File: src/rtl/bcd_to_unsigned_pkg.sv
// Shared BCD constants, FSM state type and helpers for the BCD
// converter pair (bcd_to_unsigned and unsigned_to_bcd).
package bcd_pkg;

    typedef enum logic {
        IDLE  = 1'b0,
        SHIFT = 1'b1
    } state_t;

    localparam int BCD_DIGIT_W = 4;
    localparam int DIGIT_MAX   = 9;

    // Forward double dabble adds 3 at >=5; reverse subtracts 3 at >=8.
    localparam logic [BCD_DIGIT_W-1:0] ADD3_THRESH = 4'd5;
    localparam logic [BCD_DIGIT_W-1:0] SUB3_THRESH = 4'd8;
    localparam logic [BCD_DIGIT_W-1:0] CORR_VAL    = 4'd3;

    function automatic logic digit_valid(
        input logic [BCD_DIGIT_W-1:0] d
    );
        return d <= DIGIT_MAX[BCD_DIGIT_W-1:0];
    endfunction

    // Smallest W with 2^W >= 10^n, i.e. 2^W > 10^n - 1.
    function automatic int bin_width_for(input int n);
        logic [255:0] v;
        int           w;
        v = 256'd1;
        for (int i = 0; i < n; i++) begin
            v = v * 256'd10;
        end
        w = 0;
        while ((256'd1 << w) < v) begin
            w++;
        end
        return w;
    endfunction

endpackage

File: src/rtl/bcd_digit_sub3.sv
// Per-digit reverse double dabble correction: subtract 3 when >= 8.
module bcd_digit_sub3
    import bcd_pkg::*;
(
    input  logic [BCD_DIGIT_W-1:0] i_d,
    output logic [BCD_DIGIT_W-1:0] o_d
);

    assign o_d = (i_d >= SUB3_THRESH) ? (i_d - CORR_VAL) : i_d;

endmodule

File: src/rtl/bcd_to_unsigned.sv
// Sequential packed-BCD to binary converter (reverse double dabble).
// Optional one-cycle done pulse: define BCD_TO_UNSIGNED_DONE_PULSE_EN.
module bcd_to_unsigned
    import bcd_pkg::*;
#(
    parameter int N_DIGITS = 8,
    parameter int OUT_W    = 32
) (
    input  logic                          clk,
    input  logic                          reset,
    input  logic                          trigger,
    input  logic [BCD_DIGIT_W*N_DIGITS-1:0] in,
    output logic                          idle,
    output logic [OUT_W-1:0]              out,
    output logic                          error
`ifdef BCD_TO_UNSIGNED_DONE_PULSE_EN
    ,
    output logic                          done
`endif
);

    localparam int W     = BCD_DIGIT_W * N_DIGITS;
    localparam int CNT_W = (W > 1) ? $clog2(W) : 1;
    localparam int EXT_W = (OUT_W > W) ? OUT_W : W;

    generate
        if (OUT_W < bin_width_for(N_DIGITS)) begin : g_width_chk
            $error("bcd_to_unsigned: OUT_W too small for N_DIGITS");
        end
    endgenerate

    state_t             r_state;
    logic [W-1:0]       r_bcd;
    logic [W-1:0]       r_bin;
    logic [CNT_W-1:0]   r_cnt;
    logic               r_inv;
    logic               r_idle;
    logic [OUT_W-1:0]   r_out;
    logic               r_err;

    logic [2*W-1:0]     w_shift;
    logic [W-1:0]       w_bcd_shift;
    logic [W-1:0]       w_bcd_next;
    logic [W-1:0]       w_bin_next;
    logic [EXT_W-1:0]   w_bin_ext;
    logic               w_inv;
    logic               w_last;

    assign w_shift     = {r_bcd, r_bin} >> 1;
    assign w_bcd_shift = w_shift[2*W-1:W];
    assign w_bin_next  = w_shift[W-1:0];
    assign w_bin_ext   = EXT_W'(w_bin_next);
    assign w_last      = (r_cnt == CNT_W'(W - 1));

    genvar g;
    generate
        for (g = 0; g < N_DIGITS; g++) begin : g_dig
            bcd_digit_sub3 u_sub3 (
                .i_d (w_bcd_shift[g*BCD_DIGIT_W +: BCD_DIGIT_W]),
                .o_d (w_bcd_next[g*BCD_DIGIT_W +: BCD_DIGIT_W])
            );
        end
    endgenerate

    // Any non-decimal nibble poisons the whole conversion.
    always_comb begin
        w_inv = 1'b0;
        for (int i = 0; i < N_DIGITS; i++) begin
            if (!digit_valid(in[i*BCD_DIGIT_W +: BCD_DIGIT_W])) begin
                w_inv = 1'b1;
            end
        end
    end

    always_ff @(posedge clk or negedge reset) begin
        if (!reset) begin
            r_state <= IDLE;
            r_bcd   <= '0;
            r_bin   <= '0;
            r_cnt   <= '0;
            r_inv   <= 1'b0;
            r_idle  <= 1'b1;
            r_out   <= '0;
            r_err   <= 1'b0;
        end else begin
            unique case (r_state)
                IDLE: begin
                    if (trigger) begin
                        r_bcd   <= in;
                        r_bin   <= '0;
                        r_cnt   <= '0;
                        r_inv   <= w_inv;
                        r_idle  <= 1'b0;
                        r_state <= SHIFT;
                    end
                end
                SHIFT: begin
                    r_bcd <= w_bcd_next;
                    r_bin <= w_bin_next;
                    r_cnt <= r_cnt + 1'b1;
                    if (w_last) begin
                        r_out   <= r_inv ? '0 : w_bin_ext[OUT_W-1:0];
                        r_err   <= r_inv;
                        r_idle  <= 1'b1;
                        r_state <= IDLE;
                    end
                end
                default: begin
                    r_state <= IDLE;
                    r_idle  <= 1'b1;
                end
            endcase
        end
    end

    assign idle  = r_idle;
    assign out   = r_out;
    assign error = r_err;

`ifdef BCD_TO_UNSIGNED_DONE_PULSE_EN
    logic r_done;

    always_ff @(posedge clk or negedge reset) begin
        if (!reset) begin
            r_done <= 1'b0;
        end else begin
            r_done <= (r_state == SHIFT) && w_last;
        end
    end

    assign done = r_done;
`endif

endmodule

File: config.mk
export PLATFORM = sky130hd
export DESIGN_NAME = bcd_to_unsigned
export DESIGN_NICKNAME = d
export VERILOG_FILES = /design/src/rtl/bcd_to_unsigned_pkg.sv /design/src/rtl/bcd_digit_sub3.sv /design/src/rtl/bcd_to_unsigned.sv
export SDC_FILE = /design/constraint.sdc
export NUM_CORES = 1
export LEC_CHECK = 0
export CAP_MARGIN = 20
export CORE_MARGIN = 5
export CORE_UTILIZATION = 40
export CTS_BUF_LIST = sky130_fd_sc_hd__clkbuf_4 sky130_fd_sc_hd__clkbuf_8
export CTS_CLUSTER_DIAMETER = 60
export DETAILED_ROUTE_END_ITERATION = 7
export PLACE_DENSITY = 0.64
export SLEW_MARGIN = 20
export SYNTH_ARGS = -nofsm -noshare
export SYNTH_HDL_FRONTEND = slang
export SYNTH_SLANG_ARGS = --single-unit
File: constraint.sdc
create_clock -name clk -period 2.3 [get_ports clk]
set_input_delay 0.46 -clock clk [delete_from_list [all_inputs] [get_ports clk]]
set_output_delay 0.46 -clock clk [all_outputs]
set_load 0.1 [all_outputs]
### After elaboration in Yosys (flattened, before gate mapping)

Cells that the tools add are included.
W data, S select, Z words.

* output and inout bits: 34
* bits in registers: 105
* word-level logic and storage cells: 69

* muxes and demuxes: 29
* bitwise operators: 1
* $lt $le $gt $ge: 16
* add/sub/neg operators: 9
* equality and inequality tests: 3
* reductions and logical operators: 3

Operator list (number)
* $pmux W32 S2: 2
* $mux W32: 3
* $le A4 B4 Y1 const B: 8
* $mux W4: 8
* $ge A4 B4 Y1 const B: 7
* $sub A4 B2 Y4 const B: 7
* $mux W1: 12
* $pmux W5 S2: 1
* $reduce_and A2 Y1: 3
* $add A5 B1 Y5 const B: 1
* $eq A5 B5 Y1 const B: 1
* $mux W5: 1
* $ge A3 B4 Y1 const B: 1
* $pmux W1 S2: 2
* $sub A3 B2 Y4 const B: 1
* $ne A2 B1 Y1 const B: 1
* $ne A2 B2 Y1 const B: 1
* $not A1 Y1: 1

### Longest topological paths before layout

Gate-level depths: netlist of run 1.

* word-level depth: 9
* mapped depth: 8

### Cells and area by module

From an unflattened synthesis of run 1, not the netlist that was laid out.

* cell total of the unflattened synthesis: 548
* area, all modules: 5230.0 µm²

Modules (own cells, without submodules)
* bcd_to_unsigned: times used 1, seq. area each 2603.7 µm², cells each 460, area an instance 4619.4 µm²
* bcd_digit_sub3: times used 8, seq. area each 0.0 µm², cells each 11, area an instance 76.3 µm²

### Worst setup path before layout of run 1

OpenSTA, ideal clock, no wires.

* path kind: register to register
* start point: reg r_cnt[0]
* end point: reg r_err, in the netlist error
* data arrival time: 1512 ps
* stages on the path, launching flop included: 7
* data required time: 2174 ps
* clock period less this slack: 1638 ps
* setup slack: 662 ps
* buffers on the path: 1
* cell sequence: dfrtp_1 -> ha_1 -> and3_1 -> ha_1 -> nand2_1 -> buf_2 -> mux2_2

* cells in the longest elaborated chain, start to end: 2

RTL lines
* start: declaration: RTL line bcd_to_unsigned.sv:35 `logic [CNT_W-1:0] r_cnt;`
* start signal: assignment: RTL line bcd_to_unsigned.sv:100 `r_cnt <= r_cnt + 1'b1;`
* $eq A5 B5 Y1: RTL line bcd_to_unsigned.sv:53 `assign w_last = (r_cnt == CNT_W'(W - 1));`
* $reduce_and A2 Y1 (no line)
* end signal: assignment: RTL line bcd_to_unsigned.sv:103 `r_err <= r_inv;`
* end: declaration: RTL line bcd_to_unsigned.sv:39 `logic r_err;`

Every way passes these cells.
A chain may end at the register's enable or synchronous reset.

### Final worst setup path of run 1

* start point: reg r_cnt[0]
* end point: reg r_out[4], in the netlist out[4]

* cells in the longest elaborated chain, start to end: 2

RTL lines
* $eq A5 B5 Y1: RTL line bcd_to_unsigned.sv:53
* $reduce_and A2 Y1 (no line)
* end signal: assignment: RTL line bcd_to_unsigned.sv:102 `r_out <= r_inv ? '0 : w_bin_ext[OUT_W-1:0];`
* end: declaration: RTL line bcd_to_unsigned.sv:38 `logic [OUT_W-1:0] r_out;`

Every way passes these cells.

==> flow_metrics.env, run 1 <==
export IMPL_die_x_um=123
export IMPL_finalNetCount=629
export IMPL_holdBufCountCts=0
export IMPL_final_setup_viol_count=0
export IMPL_synth_area_leaders="dfrtp_1, nand2b_1, o21ai_0"
export IMPL_routabilityCongestion=0.779
export IMPL_vias=3669
export IMPL_finalInstanceArea_mm2=0.00600
export IMPL_rsz0062_at_grt="no"
export IMPL_status="finished clean"
export IMPL_antenna_cells=0
export IMPL_slew_limit_headroom_pct=62.5
export IMPL_avgSynthCellArea_um2=9.79
export IMPL_clock_path_buffers=2
export IMPL_min_period_over_period_pct=78.6
export IMPL_cp_end_kind="register"
export IMPL_io_pins=69
export IMPL_yosysWarnings=0
export IMPL_overflow=0
export IMPL_synthDistinctLibCells=30
export IMPL_cp_required_ns=2.54
export IMPL_clock_sinks=104
export IMPL_nFillCells=1217
export IMPL_grt_max_degree=47
export IMPL_fin_setup_tns_ns=0
export IMPL_numCtsBuffers=9
export IMPL_ff2ff_setup_slack_ns=0.49
export IMPL_crit_fanout=44
export IMPL_cts_root_buf="clkbuf_8"
export IMPL_startpoint_type="register"
export IMPL_routed_wl_um=10000
export IMPL_cts_tree="built"
export IMPL_p_comb_share_pct=48.5
export IMPL_final_core_util_pct=47.7
export IMPL_cap_violations=0
export IMPL_cts_setup_buffers=0
export IMPL_dr_pass1_iters=5
export IMPL_detail_route_wl_per_cell_um=13.3
export IMPL_ys_seq_area_share_pct=51.1
export IMPL_postPlaceCellArea_mm2=0.00581
export IMPL_slew_violations=0
export IMPL_ff_latch_area_mm2=0.00261
export IMPL_leakage_uw=0.00270
export IMPL_whs_ns=0.0494
export IMPL_dieArea_mm2=0.0151
export IMPL_hp_class="in -> async"
export IMPL_tightest_slew_ns=0.563
export IMPL_slowest_delay_ns=0.41
export IMPL_portBuffers=68
export IMPL_syn_to_final_growth_pct=17.6
export IMPL_via_per_inst=4.86
export IMPL_initial_core_util_pct=40.6
export IMPL_drcViolationCount=0
export IMPL_dp_hpwl_um=6910
export IMPL_drive_gt1_share_pct=11.8
export IMPL_power_frac_clock_pct=12.7
export IMPL_synth_cells=521
export IMPL_grt_pass1_vias=3642
export IMPL_clk_latency_ns=0.38
export IMPL_critPathKind="reg -> reg"
export IMPL_p_sw_uw=4190
export IMPL_fmax_ghz=0.553
export IMPL_vdd_drop_max_uv=481
export IMPL_grt_pass1_wl_um=17400
export IMPL_yosysTopAreaCell="dfrtp_1"
export IMPL_clk_pin_slew_worst_paths_ns=0.10
export IMPL_h_tree_depth=3
export IMPL_switching_share_pct=49.0
export IMPL_synth_seq_cells=104
export IMPL_syn_area_mm2=0.00510
export IMPL_antenna_found_initial=0
export IMPL_skew_ns=0.0142
export IMPL_die_y_um=123
export IMPL_num_rows=41
export IMPL_powerDensity_mw_per_mm2=1430
export IMPL_worstPathCellList="ha_1 -> and3_1 -> ha_1 -> nand2_2 -> buf_4 -> o21ai_0"
export IMPL_antenna_left=0
export IMPL_cts_resized=0
export IMPL_grt_usage_pct=14.4
export IMPL_power_frac_seq_pct=38.8
export IMPL_critical_path_slowest_cell="dfrtp_1"
export IMPL_cp_data_arrival_time_ns=2.04
export IMPL_syn_nets=572
export IMPL_hold_violations=0
export IMPL_yosysTopAreaCellShare_pct=50.6
export IMPL_post_route_min_period_ns=1.81
export IMPL_drt_initial_drc_count=214
export IMPL_internal_power_uw=4360
export IMPL_core_mm2=0.0126
export IMPL_cpMostUsedCell="ha_1"
export IMPL_multiInputGateArea_mm2=0.00222
[worst paths after layout]
kind,from,to,cells after the start
setup / recovery,r_cnt[0]$_DFFE_PN0P_,out[4]$_DFFE_PN0P_,6
hold / removal,reset,out[14]$_DFFE_PN0P_,1
setup reg to reg,r_cnt[0]$_DFFE_PN0P_,out[4]$_DFFE_PN0P_,6
hold reg to reg,out[12]$_DFFE_PN0P_,out[12]$_DFFE_PN0P_,2
max in group asynchronous,reset,r_bcd[6]$_DFFE_PN0P_,2
min in group clk,out[12]$_DFFE_PN0P_,out[12]$_DFFE_PN0P_,2
[per-layer routing]
| metal | vias to the layer above | GRT usage (%) | routed length [um] |
|---|---|---|---|
| li1 | 1841 | - | - |
| met1 | 1744 | 19.6 | 4890 |
| met2 | 73 | 22.3 | 4480 |
| met3 | 11 | 3.52 | 482 |
| met4 | 0 | 5.25 | 163 |
| met5 | - | 0 | 0 |
[cell families (layout without fill, tap and decap cells)]
family,Yosys count,in the layout,share of synthesized area (%)
muxes,27,27,5.35
adders and majority gates,16,16,3.93
DFF,104,104,51.1
xor gates and xnor gates,15,15,2.58
AOI/OAI and AO/OA,132,132,14.0
buffers and inverters,49,111,5.45
and+or+nand+nor,178,178,17.6
[synthesized netlist by cell type]
cell	n
a211oi_1	14
a21o_1	1
a21oi_1	22
a22o_1	1
and3_1	1
buf_12	2
buf_2	12
buf_4	6
buf_6	3
clkbuf_1	10
clkbuf_2	1
dfrtp_1	103
dfstp_2	1
ha_1	16
inv_1	15
mux2_2	2
mux2i_1	25
nand2_1	84
nand2b_1	64
nand3_1	2
nand4_1	1
nor2_1	2
nor2b_1	23
nor3b_1	1
o21ai_0	72
o21ai_1	14
o22ai_1	7
o32a_1	1
xnor2_1	8
xor2_1	7
[placed cells by master (no fill, tap or decap), types with 2 or more instances in the layout]
master and count:
a211oi_1 14, a21oi_1 22, buf_12 3, buf_4 44, clkbuf_8 10, clkdlybuf4s50_1 32, dfrtp_1 102, ha_1 16
inv_1 15, inv_6 2, mux2_2 2, mux2i_1 25, nand2_1 83, nand2b_1 64, nand3_1 2, nor2_1 2
nor2b_1 23, o21ai_0 72, o21ai_1 14, o22ai_1 7, xnor2_1 8, xor2_1 7
[registers in the layout (all words and copies together) (netlist names)]
name and count:
r_inv 1, r_bin 31, r_cnt 5, r_state 1, out 32, r_bcd 32
error 1, idle 1
[worst max-delay path: cells and delay by family (launching register included)]
family | cells | cell delay [ns]
simple gates | 2 | 0.29
fa+ha+maj | 2 | 0.44
buf+inv | 1 | 0.35
flops | 1 | 0.41
compound gates | 1 | 0.17
[power groups by stage]
stage	clock network, uW	logic [uW]	registers, uW
after CTS	1130	4200	3320
after global routing	1200	4500	3460
after detailed placement	0	4190	3360
after floorplan	0	1590	4990
final	1090	4150	3320
after global placement	0	4090	3320
[through the flow]
step / cells / setup slack [ns] / total power [uW]
global placement: 739 / 0.407 / 7410
CTS: 755 / 0.474 / 8650
finish: 755 / 0.493 / 8550
global route: 755 / 0.347 / 9160
detailed placement: 739 / 0.441 / 7550
floorplan: 521 / 0.662 / 6580
[layout make-up]
cell class / instances / area share [%]
clock buffers: 11 / 2.42
clock inverters: 5 / 0.647
inverters: 15 / 0.939
multi-input cells: 368 / 37.0
flip-flops and latches: 104 / 43.5
well taps: 172 / 3.59
repair buffers: 80 / 11.9
(Power assumes the default switching activity.)
==> run 2: changes to the inputs <==
PLACE_DENSITY = 0.67   (was 0.64)
clock period = 1.55 ns   (was 2.3 ns; I/O delays follow)
==> run 2 against run 1 <==
First-iteration DRC count fell by 33%. Sequential share of layout area fell by 4.1 points. Largest power group unchanged. Clock skew rose by 0.0037 ns. Critical endpoint is now error$_DFFE_PN0P_. Non-clock buffer count rose by 10. Setup slack got worse by 0.44 ns. Power rose by 65%. Critical path depth fell by 1. Hold slack improved by 0.34 ns. Sequential power rose by 56%. Via count rose by 1.7%.
==> flow_metrics.env, run 2 (synthesis results as in run 1) <==
export IMPL_crit_family="flip-flops"
export IMPL_drcViolationCount=0
export IMPL_postPlaceCellArea_mm2=0.00631
export IMPL_slowest_delay_ns=0.39
export IMPL_initial_core_util_pct=40.6
export IMPL_grt_pass1_wl_um=17800
export IMPL_final_setup_viol_count=0
export IMPL_cp_required_ns=1.84
export IMPL_rr_startpoint="r_cnt[0]$_DFFE_PN0P_"
export IMPL_drive_gt1_share_pct=13.7
export IMPL_die_x_um=123
export IMPL_numCtsBuffers=9
export IMPL_dieArea_mm2=0.0151
export IMPL_powerDensity_mw_per_mm2=2120
export IMPL_cp_data_arrival_time_ns=1.79
export IMPL_grt_usage_pct=14.9
export IMPL_layout_common_cells="dfrtp_1, nand2_1, o21ai_0"
export IMPL_routed_wl_um=10600
export IMPL_leakage_uw=0.00289
export IMPL_routabilityCongestion=0.853
export IMPL_clock_path_buffers=2
export IMPL_detail_route_wl_per_cell_um=13.9
export IMPL_power_frac_seq_pct=36.9
export IMPL_whs_ns=0.388
export IMPL_status="finished clean"
export IMPL_crit_fanout=5
export IMPL_finalNetCount=639
export IMPL_fmax_ghz=0.668
export IMPL_vdd_drop_max_uv=755
export IMPL_crit_start="r_cnt[0]$_DFFE_PN0P_"
export IMPL_skew_ns=0.0179
export IMPL_finalInstanceArea_mm2=0.00663
export IMPL_h_tree_depth=3
export IMPL_clock_sinks=104
export IMPL_dp_hpwl_um=6990
export IMPL_p_comb_share_pct=50.9
export IMPL_syn_to_final_growth_pct=29.9
export IMPL_cp_end_kind="register"
export IMPL_grt_pass1_vias=3705
export IMPL_io_pins=69
export IMPL_drt_initial_drc_count=144
export IMPL_via_per_inst=4.88
export IMPL_power_frac_clock_pct=12.2
export IMPL_clk_pin_slew_worst_paths_ns=0.11
export IMPL_p_sw_uw=6470
export IMPL_post_place_ws_ns=-0.176
export IMPL_fin_setup_tns_ns=0
export IMPL_cts_tree="built"
export IMPL_tightest_slew_ns=0.855
export IMPL_antenna_left=0
export IMPL_startpoint_type="register"
export IMPL_hp_class="in -> async"
export IMPL_worst_path_buf_inv=0
export IMPL_internal_power_uw=7610
export IMPL_portBuffers=68
export IMPL_clk_latency_ns=0.39
export IMPL_power_total_uw=14100
export IMPL_die_y_um=123
export IMPL_worst_slack_ns=0.0524
export IMPL_overflow=0
export IMPL_hold_violations=0
export IMPL_grt_max_degree=53
export IMPL_antenna_cells=0
export IMPL_critPathKind="reg -> reg"
export IMPL_core_mm2=0.0126
export IMPL_min_period_over_period_pct=96.6
export IMPL_post_route_min_period_ns=1.50
export IMPL_dr_pass1_iters=4
export IMPL_worstPathCellList="ha_2 -> and3_4 -> ha_4 -> nand2_8 -> mux2_2"
export IMPL_cap_violations=0
export IMPL_switching_share_pct=46.0
export IMPL_num_rows=41
export IMPL_slew_violations=0
export IMPL_cts_root_buf="clkbuf_8"
export IMPL_antenna_found_initial=0
export IMPL_slew_limit_headroom_pct=43.0
export IMPL_final_common_cell="dfrtp_1"
export IMPL_vias=3733
export IMPL_critical_path_slowest_cell="dfrtp_1"
-- run 2: cell types whose count changed in the layout (fill, tap and decap cells not counted), sizes merged --
cell and delta:
buf +8, bufinv +1, clkinvlp +1, dlygate4sd3 +1, clkinv +1, inv -2
-- run 2: power by group through the flow --
| stage | clock, uW | sequential [uW] | combinational, uW |
|---|---|---|---|
| 6_report | 1720 | 5190 | 7160 |
| 5_1_grt | 1880 | 5410 | 7700 |
| 4_1_cts | 1780 | 5210 | 7220 |
| 3_5_place_dp | 0 | 5250 | 7120 |
| 3_3_place_gp | 0 | 5190 | 6960 |
| 2_1_floorplan | 0 | 7400 | 2370 |
-- run 2: layout make-up --
type                            count  area [um2]
Timing Repair Buffer               90        1300
Tap cell                          172         215
Fill cell                        1135        5940
Clock inverter                      6        60.1
Inverter                           15        56.3
Sequential cell                   104        2610
Multi-Input combinational cell    368        2250
Clock buffer                       10         131
-- run 2: path summary, 6_finish.rpt --
path	slack (ns)	endpoint	depth (start not counted)
max	0.05	error$_DFFE_PN0P_	5
min	0.39	out[16]$_DFFE_PN0P_	2
max reg2reg	0.05	error$_DFFE_PN0P_	5
min reg2reg	0.50	r_bin[2]$_DFFE_PN0P_	2
max in group asynchronous	0.57	r_bcd[13]$_DFFE_PN0P_	3
min in group clk	0.44	r_inv$_DFFE_PN0P_	3
-- run 2: what timing repair did --
item                                    4_1_cts  5_1_grt
setup buffers                                 1        0
hold buffers                                  1        0
gates cloned                                  2        1
hold endpoints to repair                     28        0
gates resized for setup                       5        1
endpoints found under the setup margin       27       19
-- run 2: stage by stage --
step	util [%]	std cells
3_5_place_dp	50.2	744
6_report	52.7	765
4_1_cts	52.5	764
3_3_place_gp	50.2	744
5_1_grt	52.7	765
2_1_floorplan	-	521
-- run 2: metal layers --
| layer | part of all wire, % | vias up | track usage (%) |
|---|---|---|---|
| met5 | 0 | - | 0 |
| met4 | 2.0 | 0 | 6.30 |
| met1 | 47 | 1773 | 19.5 |
| met2 | 47 | 82 | 23.4 |
| li1 | - | 1861 | - |
| met3 | 4.4 | 17 | 4.12 |
